==> config.mk <==
export PLATFORM = sky130hd
export DESIGN_NAME = counter_seq_ctrl
export DESIGN_NICKNAME = d
export VERILOG_FILES = /design/src/rtl/counter_seq_ctrl.sv
export SDC_FILE = /design/constraint.sdc
export NUM_CORES = 1
export LEC_CHECK = 0
export CAP_MARGIN = 10
export CELL_PAD_IN_SITES_DETAIL_PLACEMENT = 1
export CELL_PAD_IN_SITES_GLOBAL_PLACEMENT = 2
export CORE_ASPECT_RATIO = 1.25
export CORE_MARGIN = 3
export CORE_UTILIZATION = 41
export DETAILED_ROUTE_END_ITERATION = 8
export PLACE_DENSITY = 0.8
export SLEW_MARGIN = 30
export SYNTH_ARGS = -nofsm -noshare
export SYNTH_HDL_FRONTEND = slang
export SYNTH_SLANG_ARGS = --single-unit
export TNS_END_PERCENT = 50
==> constraint.sdc <==
create_clock -name clk -period 2.5 [get_ports clk]
set_input_delay 0.75 -clock clk [delete_from_list [all_inputs] [get_ports clk]]
set_output_delay 0.75 -clock clk [all_outputs]
set_load 0.01 [all_outputs]
==> src/rtl/counter_seq_ctrl.sv <==
// Switch front-end for the LED counter: 2-flop sync, per-bit debounce, run/hold/load FSM, prescaled step strobe.
// Outputs are registered: step/load strobes lag their decision cycle by one clk; the counter has no backpressure.
module counter_seq_ctrl #(
  parameter int PRESCALE = 100,
  parameter int DEBOUNCE = 16
) (
  input  logic       clk,
  input  logic       reset,
  input  logic [7:0] DPSwitch,
  input  logic [7:0] counter_value,
  output logic       cnt_en,
  output logic       cnt_up,
  output logic       cnt_load,
  output logic [7:0] load_value,
  output logic [1:0] state
);

  localparam int DBW = (DEBOUNCE > 2) ? $clog2(DEBOUNCE) : 1;
  localparam int PSW = (PRESCALE > 2) ? $clog2(PRESCALE) : 1;
  localparam logic [DBW-1:0] DB_LAST = DBW'(DEBOUNCE - 1);
  localparam logic [PSW-1:0] PS_LAST = PSW'(PRESCALE - 1);

  typedef enum logic [1:0] {
    ST_IDLE = 2'd0,
    ST_RUN  = 2'd1,
    ST_HOLD = 2'd2,
    ST_LOAD = 2'd3
  } state_t;

  state_t           state_q, state_nxt;
  logic [7:0]       sync1, sync2, deb;
  logic [DBW-1:0]   db_cnt [8];
  logic             load_q;
  logic [PSW-1:0]   presc;
  logic             run, stop, load_edge, at_limit, tick, en_nxt;

  // A bit only flips after the synced value has disagreed for DEBOUNCE straight cycles.
  always_ff @(posedge clk or negedge reset) begin
    if (!reset) begin
      sync1  <= '0;
      sync2  <= '0;
      deb    <= '0;
      load_q <= 1'b0;
      for (int i = 0; i < 8; i++) db_cnt[i] <= '0;
    end else begin
      sync1  <= DPSwitch;
      sync2  <= sync1;
      load_q <= deb[2];
      for (int i = 0; i < 8; i++) begin
        if (sync2[i] != deb[i]) begin
          if (db_cnt[i] == DB_LAST) begin
            deb[i]    <= sync2[i];
            db_cnt[i] <= '0;
          end else begin
            db_cnt[i] <= db_cnt[i] + DBW'(1);
          end
        end else begin
          db_cnt[i] <= '0;
        end
      end
    end
  end

  assign run       = deb[0];
  assign stop      = deb[3];
  assign load_edge = deb[2] & ~load_q;
  assign at_limit  = cnt_up ? (counter_value == 8'hFF) : (counter_value == 8'h00);
  assign tick      = (state_q == ST_RUN) && (presc == PS_LAST);

  always_comb begin
    state_nxt = state_q;
    case (state_q)
      ST_IDLE: begin
        if (load_edge)    state_nxt = ST_LOAD;
        else if (run)     state_nxt = ST_RUN;
      end
      ST_RUN: begin
        if (load_edge)                     state_nxt = ST_LOAD;
        else if (!run)                     state_nxt = ST_IDLE;
        else if (tick && stop && at_limit) state_nxt = ST_HOLD;
      end
      ST_HOLD: begin
        if (load_edge)     state_nxt = ST_LOAD;
        else if (!run)     state_nxt = ST_IDLE;
        else if (!at_limit) state_nxt = ST_RUN;
      end
      ST_LOAD: state_nxt = ST_IDLE;
      default: state_nxt = ST_IDLE;
    endcase
  end

  // A tick only steps if the FSM stays in RUN, so run-drop or load on the tick cycle suppresses it.
  assign en_nxt = tick && (state_nxt == ST_RUN) && !(stop && at_limit);

  always_ff @(posedge clk or negedge reset) begin
    if (!reset) begin
      state_q    <= ST_IDLE;
      presc      <= '0;
      cnt_en     <= 1'b0;
      cnt_load   <= 1'b0;
      cnt_up     <= 1'b0;
      load_value <= 8'h00;
    end else begin
      state_q    <= state_nxt;
      cnt_en     <= en_nxt;
      cnt_load   <= (state_nxt == ST_LOAD);
      cnt_up     <= deb[1];
      load_value <= {deb[7:4], 4'h0};
      if (state_q == ST_RUN && state_nxt == ST_RUN)
        presc <= (presc == PS_LAST) ? '0 : presc + PSW'(1);
      else
        presc <= '0;
    end
  end

  assign state = state_q;

endmodule

==> results.toml <==
[status]
outcome = "finished, final reports clean"

[clock_network]
post_cts_buffers = 0
clock_latency_ps = 340
cts.sinks = 73
cts_buffer_depth = 2
cts.clk_slew.worst_paths_ps = 70
cts_root_buffer = "clkbuf_8"
post_cts_resized = 0
htreeDepth = 3
ctsHoldBuffers = 0
cts_tree = "built"
cts_buffers = 9

[die]
fp.dieH_microns = 99.73
initial_core_util_pct = 43.08
io_pins = 31
fp.dieW_microns = 80.99
rows = 33
core_area_sq_um = 6689
dieArea_sq_um = 8077

[pwr]
p_leak_uw = 0.001476
power_frac_clock_pct = 38.2
sequentialPowerShare_pct = 56.0
power_frac_comb_pct = 5.9
p_sw_uw = 514.2
powerDensity_nw_per_um2 = 657.1
p_total_uw = 2257
p_int_uw = 1743
swShare_pct = 22.78
vdd_drop_max_mv = 0.4157

[sta]
whs_ps = 350.5
fmax_mhz = 469.0
finalClockSkew_ps = 6.974
slew_viol_final = 0
min_period_ps = 2132
post-route-period-util_pct = 85.29
hold_viol = 0
slew_headroom_pct = 64.90
grt_setup_unrepaired = "false"
worstMarginPinSlew_ps = 521.7
setup_violations = 0
fin_tns_setup_ps = 0

[critical_path]
startpoint_type = "flip-flop"
crit_slowest_cell = "clkdlybuf4s50_1"
path_class = "flip-flop to output port"
required_ps = 1750
crit_buf_inv = 1
critPathMaxStageDelay_ps = 580
worstSetupEndpointType = "output port"
path_cells = "clkdlybuf4s50_1"
critPathTopFamily = "buffers and inverters"
cp.arrival_ps = 1380
crit_fanout = 6

[logic_synthesis]
synth_cells = 224
yosysSeqAreaShare_pct = 63.40
synth_edf_count = 0
avgSynthCellArea_sq_um = 12.86
synth_flop_cell = "dfrtp_1"
synth_seq_cells = 73
synth_area_sq_um = 2882
yosys_warnings = 0
ys_types = 37
synthArstFlopShare_pct = 100.0

[global_route]
grt_pass1_wl_microns = 8487
overflow = 0
antenna_found_initial = 0
grt_pass1_vias = 1849
grt_max_degree = 36
grt.total_usage_pct = 13.86

[layout]
final_nets = 290
n_antenna_cell = 0
drive_gt1_share_pct = 12.41
finalInstanceArea_sq_um = 3435
syn_to_final_growth_pct = 19.19
fillers = 725

[route]
wl_microns = 4781
vias = 1787
drtIter0Drc = 61
drt-wirelength-per-cell_microns = 13.54
ant_nets = 0
viasPerCell = 5.062
first_pass_iters = 4
route.detailed.drc = 0

[place]
place_congestion = 0.7215
hpwl_microns = 3429
port-buffer-count = 26
placed_area_sq_um = 3252

[worst_hold_path]
hp-class = "input pin to asynchronous set/reset pin"

[job]
maxCapViolCount = 0
## sequential cells by signal (all words and copies together) (netlist names)
register    count
load_value      4
db_cnt         32
presc           7
load_q          1
sync2           8
cnt_load        1
state           2
cnt_en          1
sync1           8
cnt_up          1
deb             8
## final cells by class
class	count	area (sq um)	share of cell area (%)
inverter	9	33.78	0.9836
timing repair buffer	29	280.3	8.160
clock inverter	5	58.81	1.712
tap	87	108.9	3.169
multi-input combinational	141	1002	29.18
clock buffer	9	123.9	3.607
sequential	73	1827	53.19
## cell usage in the layout, fill, tap and decap left out, types with 2 or more instances in the layout
master / n
mux2_2: 8
clkdlybuf4s50_1: 25
xor2_1: 2
dfrtp_1: 73
nand2_1: 3
nand4b_1: 8
nor3b_1: 8
xnor2_1: 19
nor2_1: 16
a21oi_1: 15
o21ai_0: 7
clkbuf_8: 9
nor2b_1: 8
clkinvlp_4: 2
buf_4: 4
ha_1: 9
or2b_2: 2
nand3_1: 11
inv_1: 9
nor3_1: 2
conb_1: 4
## final timing paths
path | start | end | slack, ps | cells past startpoint
hold reg to reg | sync1[1]$_DFF_PN0_ | sync2[1]$_DFF_PN0_ | 350 | 0
setup reg to reg | presc[3]$_DFF_PN0_ | state[0]$_DFF_PN0_ | 800 | 4
hold / removal | reset | sync1[0]$_DFF_PN0_ | 350 | 1
setup / recovery | state[0]$_DFF_PN0_ | state[0] | 370 | 1
min in group clk | sync1[1]$_DFF_PN0_ | sync2[1]$_DFF_PN0_ | 350 | 0
max in group asynchronous | reset | deb[2]$_DFFE_PN0P_ | 1570 | 2
## cell families after synthesis
group | count (synthesis) | synth area share, %
compound gates | 30 | 6.036
xor+xnor | 21 | 6.383
fa+ha+maj | 9 | 3.908
buf+inv | 13 | 2.214
flops | 73 | 63.40
mux | 8 | 3.126
other cells | 1 | 0.1301
simple gates | 69 | 14.81
## routing by layer
metal | track usage (%) | wire, microns
met2 | 20.11 | 2232
met3 | 4.891 | 241
met5 | 0 | 0
met1 | 18.40 | 2216
met4 | 6.632 | 90
## synthesized netlist by cell type (2+ instances only)
| library cell | instances | area share (%) |
|---|---|---|
| dfrtp_1 | 73 | 63 |
| xnor2_1 | 19 | 5.8 |
| nor2_1 | 16 | 2.1 |
| a21oi_1 | 15 | 2.6 |
| nand3_1 | 11 | 1.9 |
| ha_1 | 9 | 3.9 |
| inv_1 | 9 | 1.2 |
| mux2_2 | 8 | 3.1 |
| nand4b_1 | 8 | 2.4 |
| nor2b_1 | 8 | 1.7 |
| nor3b_1 | 8 | 2.1 |
| o21ai_0 | 7 | 1.2 |
| buf_4 | 4 | 1.0 |
| nand2_1 | 3 | 0.39 |
| nor3_1 | 2 | 0.35 |
| or2b_2 | 2 | 0.61 |
| xor2_1 | 2 | 0.61 |
## power by group through the flow
| stage | registers [uW] | logic (uW) | clock network, uW |
|---|---|---|---|
| final | 1260 | 133 | 861 |
| after global routing | 1270 | 156 | 958 |
| after CTS | 1260 | 138 | 905 |
| after detailed placement | 1290 | 137 | 0 |
| after global placement | 1280 | 133 | 0 |
| after floorplan | 1280 | 72.6 | 0 |
## stage by stage
stage                     utilization, %  instances  setup slack (ps)
after floorplan                        -        227             588.5
after global placement             48.62        339             105.5
after detailed placement           48.62        339             88.43
after CTS                          51.35        353             358.6
after global routing               51.35        353             301.1
final                              51.35        353             367.7
Note: power is estimated with default switching activity, not from simulation.
==> RTL edit 1 (same settings) <==
Reset style: synchronous (`reset`), changed in 2 clocked blocks.
--- a/src/rtl/counter_seq_ctrl.sv
+++ b/src/rtl/counter_seq_ctrl.sv
@@ -36,5 +36,5 @@
 
   // A bit only flips after the synced value has disagreed for DEBOUNCE straight cycles.
-  always_ff @(posedge clk or negedge reset) begin
+  always_ff @(posedge clk) begin
     if (!reset) begin
       sync1  <= '0;
@@ -93,5 +93,5 @@
   assign en_nxt = tick && (state_nxt == ST_RUN) && !(stop && at_limit);
 
-  always_ff @(posedge clk or negedge reset) begin
+  always_ff @(posedge clk) begin
     if (!reset) begin
       state_q    <= ST_IDLE;
Function: same outputs for any inputs over 10 cycles, from zero or initial values and one cycle with reset low; that may be too few to reach the edited logic, so the function may still have changed.
==> RTL edit 1 against the original RTL <==
  * Wire length shrank 0.33%
  * Setup slack gained 0.034 ns
  * Power grew 0.45%
  * First-iteration DRC count grew 38%
  * Die area grew 4.7%
  * Cell area grew 6.9%
  * Register-to-register slack gained 0.33 ns
  * Area after synthesis grew 5.0%
  * Sequential cell count is the same
==> RTL edit 1: results (changes against the original RTL) <==
Global routing
  • Maximum number of pins on one net before global-route repair: 52 (was 36)
  • GR Util All Layers: 12.8% (was 13.9%)
  • Global-route wire length before repair: 8.65 mm (was 8.49 mm)

Worst hold path
  • Path class of the lowest-slack min-delay path: register to register (was input pin to async pin)

Power
  • Worst vdd ir: 0.000308 V (was 0.000416 V)
  • Sw Pwr: 0.482 mW (was 0.514 mW)

Logic synthesis
  • Post-synth EDFFs: 32 (was 0)
  • Cells taking the most area after synthesis: sky130_fd_sc_hd__edfxtp_1, sky130_fd_sc_hd__dfxtp_1, sky130_fd_sc_hd__xor2_1, sky130_fd_sc_hd__nand3_1, sky130_fd_sc_hd__and2_1 (was sky130_fd_sc_hd__dfrtp_1, sky130_fd_sc_hd__xnor2_1, sky130_fd_sc_hd__ha_1, sky130_fd_sc_hd__mux2_2, sky130_fd_sc_hd__a21oi_1)
  • Average cell area after synthesis: 11.4 sq um (was 12.9 sq um)
  • Fraction of registers with async set or reset after synthesis: 0% (was 100%)

Setup path
  • Number of cells on the worst reg-to-reg path: 5 (was 4)
  • Endpoint of the worst-slack reg-to-reg timing path: state[1] (was state[0])
  • Register-to-register setup slack: 1.13 ns (was 0.80 ns)

STA
  • Final hold slack: 0.433 ns (was 0.351 ns)
  • Post-route clock skew: 0.00919 ns (was 0.00697 ns)

Finish
  • Fin area: 0.00367 sq mm (was 0.00343 sq mm)
  • Layout Nets: 356 (was 290)
  • Post-route insts no fill: 424 (was 353)
  • Number of inserted filler cells in the final layout: 832 (was 725)
  • Layout cell share with drive strength beyond 1: 5.99% (was 12.4%)

Placed design
  • Weighted congestion at the end of routability-driven global placement: 0.721 (was 0.722)
  • Total instance count after detailed placement: 408 (was 339)
  • Post-place instance area: 0.00349 sq mm (was 0.00325 sq mm)
  • HPWL reported at the end of detailed placement: 3.46 mm (was 3.43 mm)
  • Pre-CTS WS: 0.420 ns (was 0.0884 ns)

Run status
  • Outcome: finished, final reports clean (unchanged)

Route
  • Initial DRC count: 84 (was 61)
  • Via count: 1938 (was 1787)
-- RTL edit 1: cell count changes in the layout (fill, tap and decap cells not counted), sizes merged, moves of 9 or more --
cell / before / now
dfrtp: 73 / 0
dfxtp: 0 / 41
conb: 4 / 36
edfxtp: 0 / 32
xor2: 2 / 26
and2: 0 / 22
nand3: 11 / 28
nor2: 16 / 32
xnor2: 19 / 3
a21oi: 15 / 1
and3: 1 / 10
-- RTL edit 1: routing by layer --
metal  vias to the layer above  track usage [%]  wire length [um]
li1                        987                -                 -
met1                       904             15.3              2170
met2                        36             21.0              2260
met3                        11             2.98               209
met4                         0             7.92               124
met5                         -                0                 0
-- RTL edit 1: worst max-delay path by stage --
| stage | from | to | slack, ns | cells past startpoint |
|---|---|---|---|---|
| final | state[0] | state[0] | 0.40 | 1 |
| after global routing | state[1] | state[1] | 0.33 | 1 |
| after CTS | state[0] | state[0] | 0.39 | 1 |
| after detailed placement | reset | presc[6] | 0.42 | 5 |
| after global placement | reset | presc[6] | 0.45 | 5 |
| after floorplan | counter_value[4] | state[1] | 1.03 | 3 |
-- RTL edit 1: final cells by class --
type,count,share of cell area (%)
clock buffer,11,3.58
clock inverter,5,1.26
inverter,11,1.12
multi-input combinational,207,34.8
sequential,73,48.5
tap,90,3.07
timing repair buffer,27,7.63
-- RTL edit 1: power by group through the flow --
| stage | clock, mW | combinational, mW | sequential (mW) |
|---|---|---|---|
| floorplan | 0 | 0.0683 | 1.32 |
| global route | 0.951 | 0.125 | 1.31 |
| global placement | 0 | 0.105 | 1.33 |
| finish | 0.859 | 0.106 | 1.30 |
| CTS | 0.896 | 0.107 | 1.30 |
| detailed placement | 0 | 0.106 | 1.33 |
-- RTL edit 1: logic make-up after synthesis --
kind of cell,after synthesis,synth area share [%]
other,2,0.248
muxes,8,2.65
adders and majority gates,9,3.72
DFF,73,58.9
AOI/OAI and AO/OA,10,2.32
and+or+nand+nor,115,20.7
xor gates and xnor gates,29,8.39
buffers and inverters,20,3.10
==> RTL edit 2 (config.mk and constraints unchanged) <==
Without the edit above. `PRESCALE`: 100 -> 200.
--- a/src/rtl/counter_seq_ctrl.sv
+++ b/src/rtl/counter_seq_ctrl.sv
@@ -2,5 +2,5 @@
 // Outputs are registered: step/load strobes lag their decision cycle by one clk; the counter has no backpressure.
 module counter_seq_ctrl #(
-  parameter int PRESCALE = 100,
+  parameter int PRESCALE = 200,
   parameter int DEBOUNCE = 16
 ) (
Behaviour: no difference found for any inputs over 10 cycles, from zero or initial values and one cycle with reset low; that may be too few to reach the edited logic, so the function may still have changed.
==> RTL edit 2 against the original RTL <==
  * First-iteration DRC count grew 15%
  * Cell area grew 0.29%
  * Setup slack improved by 0.055 ns
  * Power decreased by 2.4%
  * Global-route usage rose by 0.56 points
  * Wire length is 5.0% higher
  * Sequential cell count is 1 higher
  * Area after synthesis rose by 1.1%
==> RTL edit 2: results (changes against the original RTL) <==
Logic synthesis
  • Cells taking the most area after synthesis: sky130_fd_sc_hd__dfrtp_1, sky130_fd_sc_hd__xnor2_1, sky130_fd_sc_hd__ha_1, sky130_fd_sc_hd__mux2_2, sky130_fd_sc_hd__a21oi_1 (unchanged)
  • Fraction of registers with async set or reset after synthesis: 100% (unchanged)
  • Count of distinct cell types in the synthesized netlist: 30 (was 37)
  • Share of the yosys chip area belonging to registers: 63.5% (was 63.4%)
  • Synth top cells by count: sky130_fd_sc_hd__dfrtp_1, sky130_fd_sc_hd__nor2_1, sky130_fd_sc_hd__xnor2_1 (was sky130_fd_sc_hd__dfrtp_1, sky130_fd_sc_hd__xnor2_1, sky130_fd_sc_hd__nor2_1)

Placed design
  • HPWL reported at the end of detailed placement: 3.55 mm (was 3.43 mm)
  • Weighted congestion at the end of routability-driven global placement: 0.730 (was 0.722)
  • Pre-CTS WS: 0.366 ns (was 0.0884 ns)

Clocking
  • Setup fix buffers added after clock tree synthesis: 0 (unchanged)
  • Number of levels in the clock H-tree: 3 (unchanged)
  • Number of gates given a new drive strength after cts: 0 (unchanged)
  • Clock buffers created by TritonCTS: 9 (unchanged)

STA
  • Post-route clock skew: 0.0141 ns (was 0.00697 ns)
  • Achievable clock frequency: 0.481 GHz (was 0.469 GHz)

Finish
  • Layout Nets: 296 (was 290)
  • Most flop-heavy register: db_cnt (unchanged)
  • ANT cells: 0 (unchanged)
  • Layout cell share with drive strength beyond 1: 10.2% (was 12.4%)

Setup path
  • Register-to-register setup slack: 0.81 ns
  • Arrival time worst endpoint: 1.33 ns (was 1.38 ns)
  • Biggest fanout along the worst timing path: 5 (was 6)
  • Critical path launch point: state[0] (unchanged)
  • Family with the most delay on the worst path: buffers and inverters (unchanged)

Power
  • Worst vdd ir: 0.000372 V (was 0.000416 V)
  • Net switching share of the total power: 24.4% (was 22.8%)
  • Cell leakage power: 1.48 nW (about the same)

Global routing
  • Number of antenna violations at the first check in global routing: 0 (unchanged)
  • Maximum number of pins on one net before global-route repair: 59 (was 36)
  • Vias in the first global route: 1908 (was 1849)
  • Global-route wire length before repair: 8.85 mm (was 8.49 mm)
  • GR Util All Layers: 14.4% (was 13.9%)

Route
  • Via count: 1809 (was 1787)
  • Initial DRC count: 70 (was 61)
  • Post-DR wirelength/cell: 13.9 um (was 13.5 um)
  • First-pass detailed-route iteration total: 4 (unchanged)

Run status
  • Outcome: finished, final reports clean (unchanged)
RTL edit 2: worst min path at each step:
stage / start / end / slack [ns]
after floorplan: sync1[0] / sync2[0] / 0.33
after global placement: sync1[5] / sync2[5] / 0.33
after detailed placement: sync1[5] / sync2[5] / 0.34
after CTS: reset / db_cnt[20] / 0.25
after global routing: reset / db_cnt[20] / 0.24
final: reset / db_cnt[20] / 0.26
RTL edit 2: layout make-up:
class	count	area, sq um
Timing Repair Buffer	27	278
Clock inverter	5	31.3
Clock buffer	11	131
Inverter	10	37.5
Multi-Input combinational cell	147	1010
Sequential cell	74	1850
Tap cell	87	109
Fill cell	717	3290
RTL edit 2: logic make-up (layout without fill, tap and decap cells):
kind of cell | after synthesis | in the layout | synth area share [%]
AO/OA/AOI/OAI | 31 | 31 | 6.10
XOR/XNOR | 22 | 22 | 6.61
adder cells (fa/ha/maj) | 9 | 9 | 3.86
buffers and inverters | 14 | 53 | 2.32
flip-flops | 74 | 74 | 63.5
multiplexers | 8 | 8 | 3.09
other | 1 | 4 | 0.129
AND/OR/NAND/NOR | 73 | 73 | 14.3
RTL edit 2: stage by stage:
| step | cells | hold WS (ns) | instance area [sq um] |
|---|---|---|---|
| final | 361 | 0.261 | 3440 |
| after global routing | 361 | 0.245 | 3440 |
| after CTS | 361 | 0.247 | 3440 |
| after detailed placement | 345 | 0.336 | 3280 |
| after global placement | 345 | 0.331 | 3280 |
| after floorplan | 235 | 0.331 | 2930 |
RTL edit 2: metal layers:
| metal | wire (um) | up-vias | part of all wire [%] | track usage (%) |
|---|---|---|---|---|
| met5 | 0 | - | 0 | 0 |
| met2 | 2410 | 30 | 48 | 21.7 |
| met3 | 183 | 9 | 3.6 | 4.76 |
| met1 | 2290 | 899 | 46 | 18.2 |
| li1 | - | 871 | - | - |
| met4 | 133 | 0 | 2.7 | 7.80 |
RTL edit 2: power by group through the flow:
stage | clock network, mW | logic [mW] | registers (mW)
after detailed placement | 0 | 0.136 | 1.30
after global placement | 0 | 0.132 | 1.30
after floorplan | 0 | 0.0717 | 1.29
after global routing | 0.882 | 0.157 | 1.29
final | 0.791 | 0.132 | 1.28
after CTS | 0.825 | 0.137 | 1.28
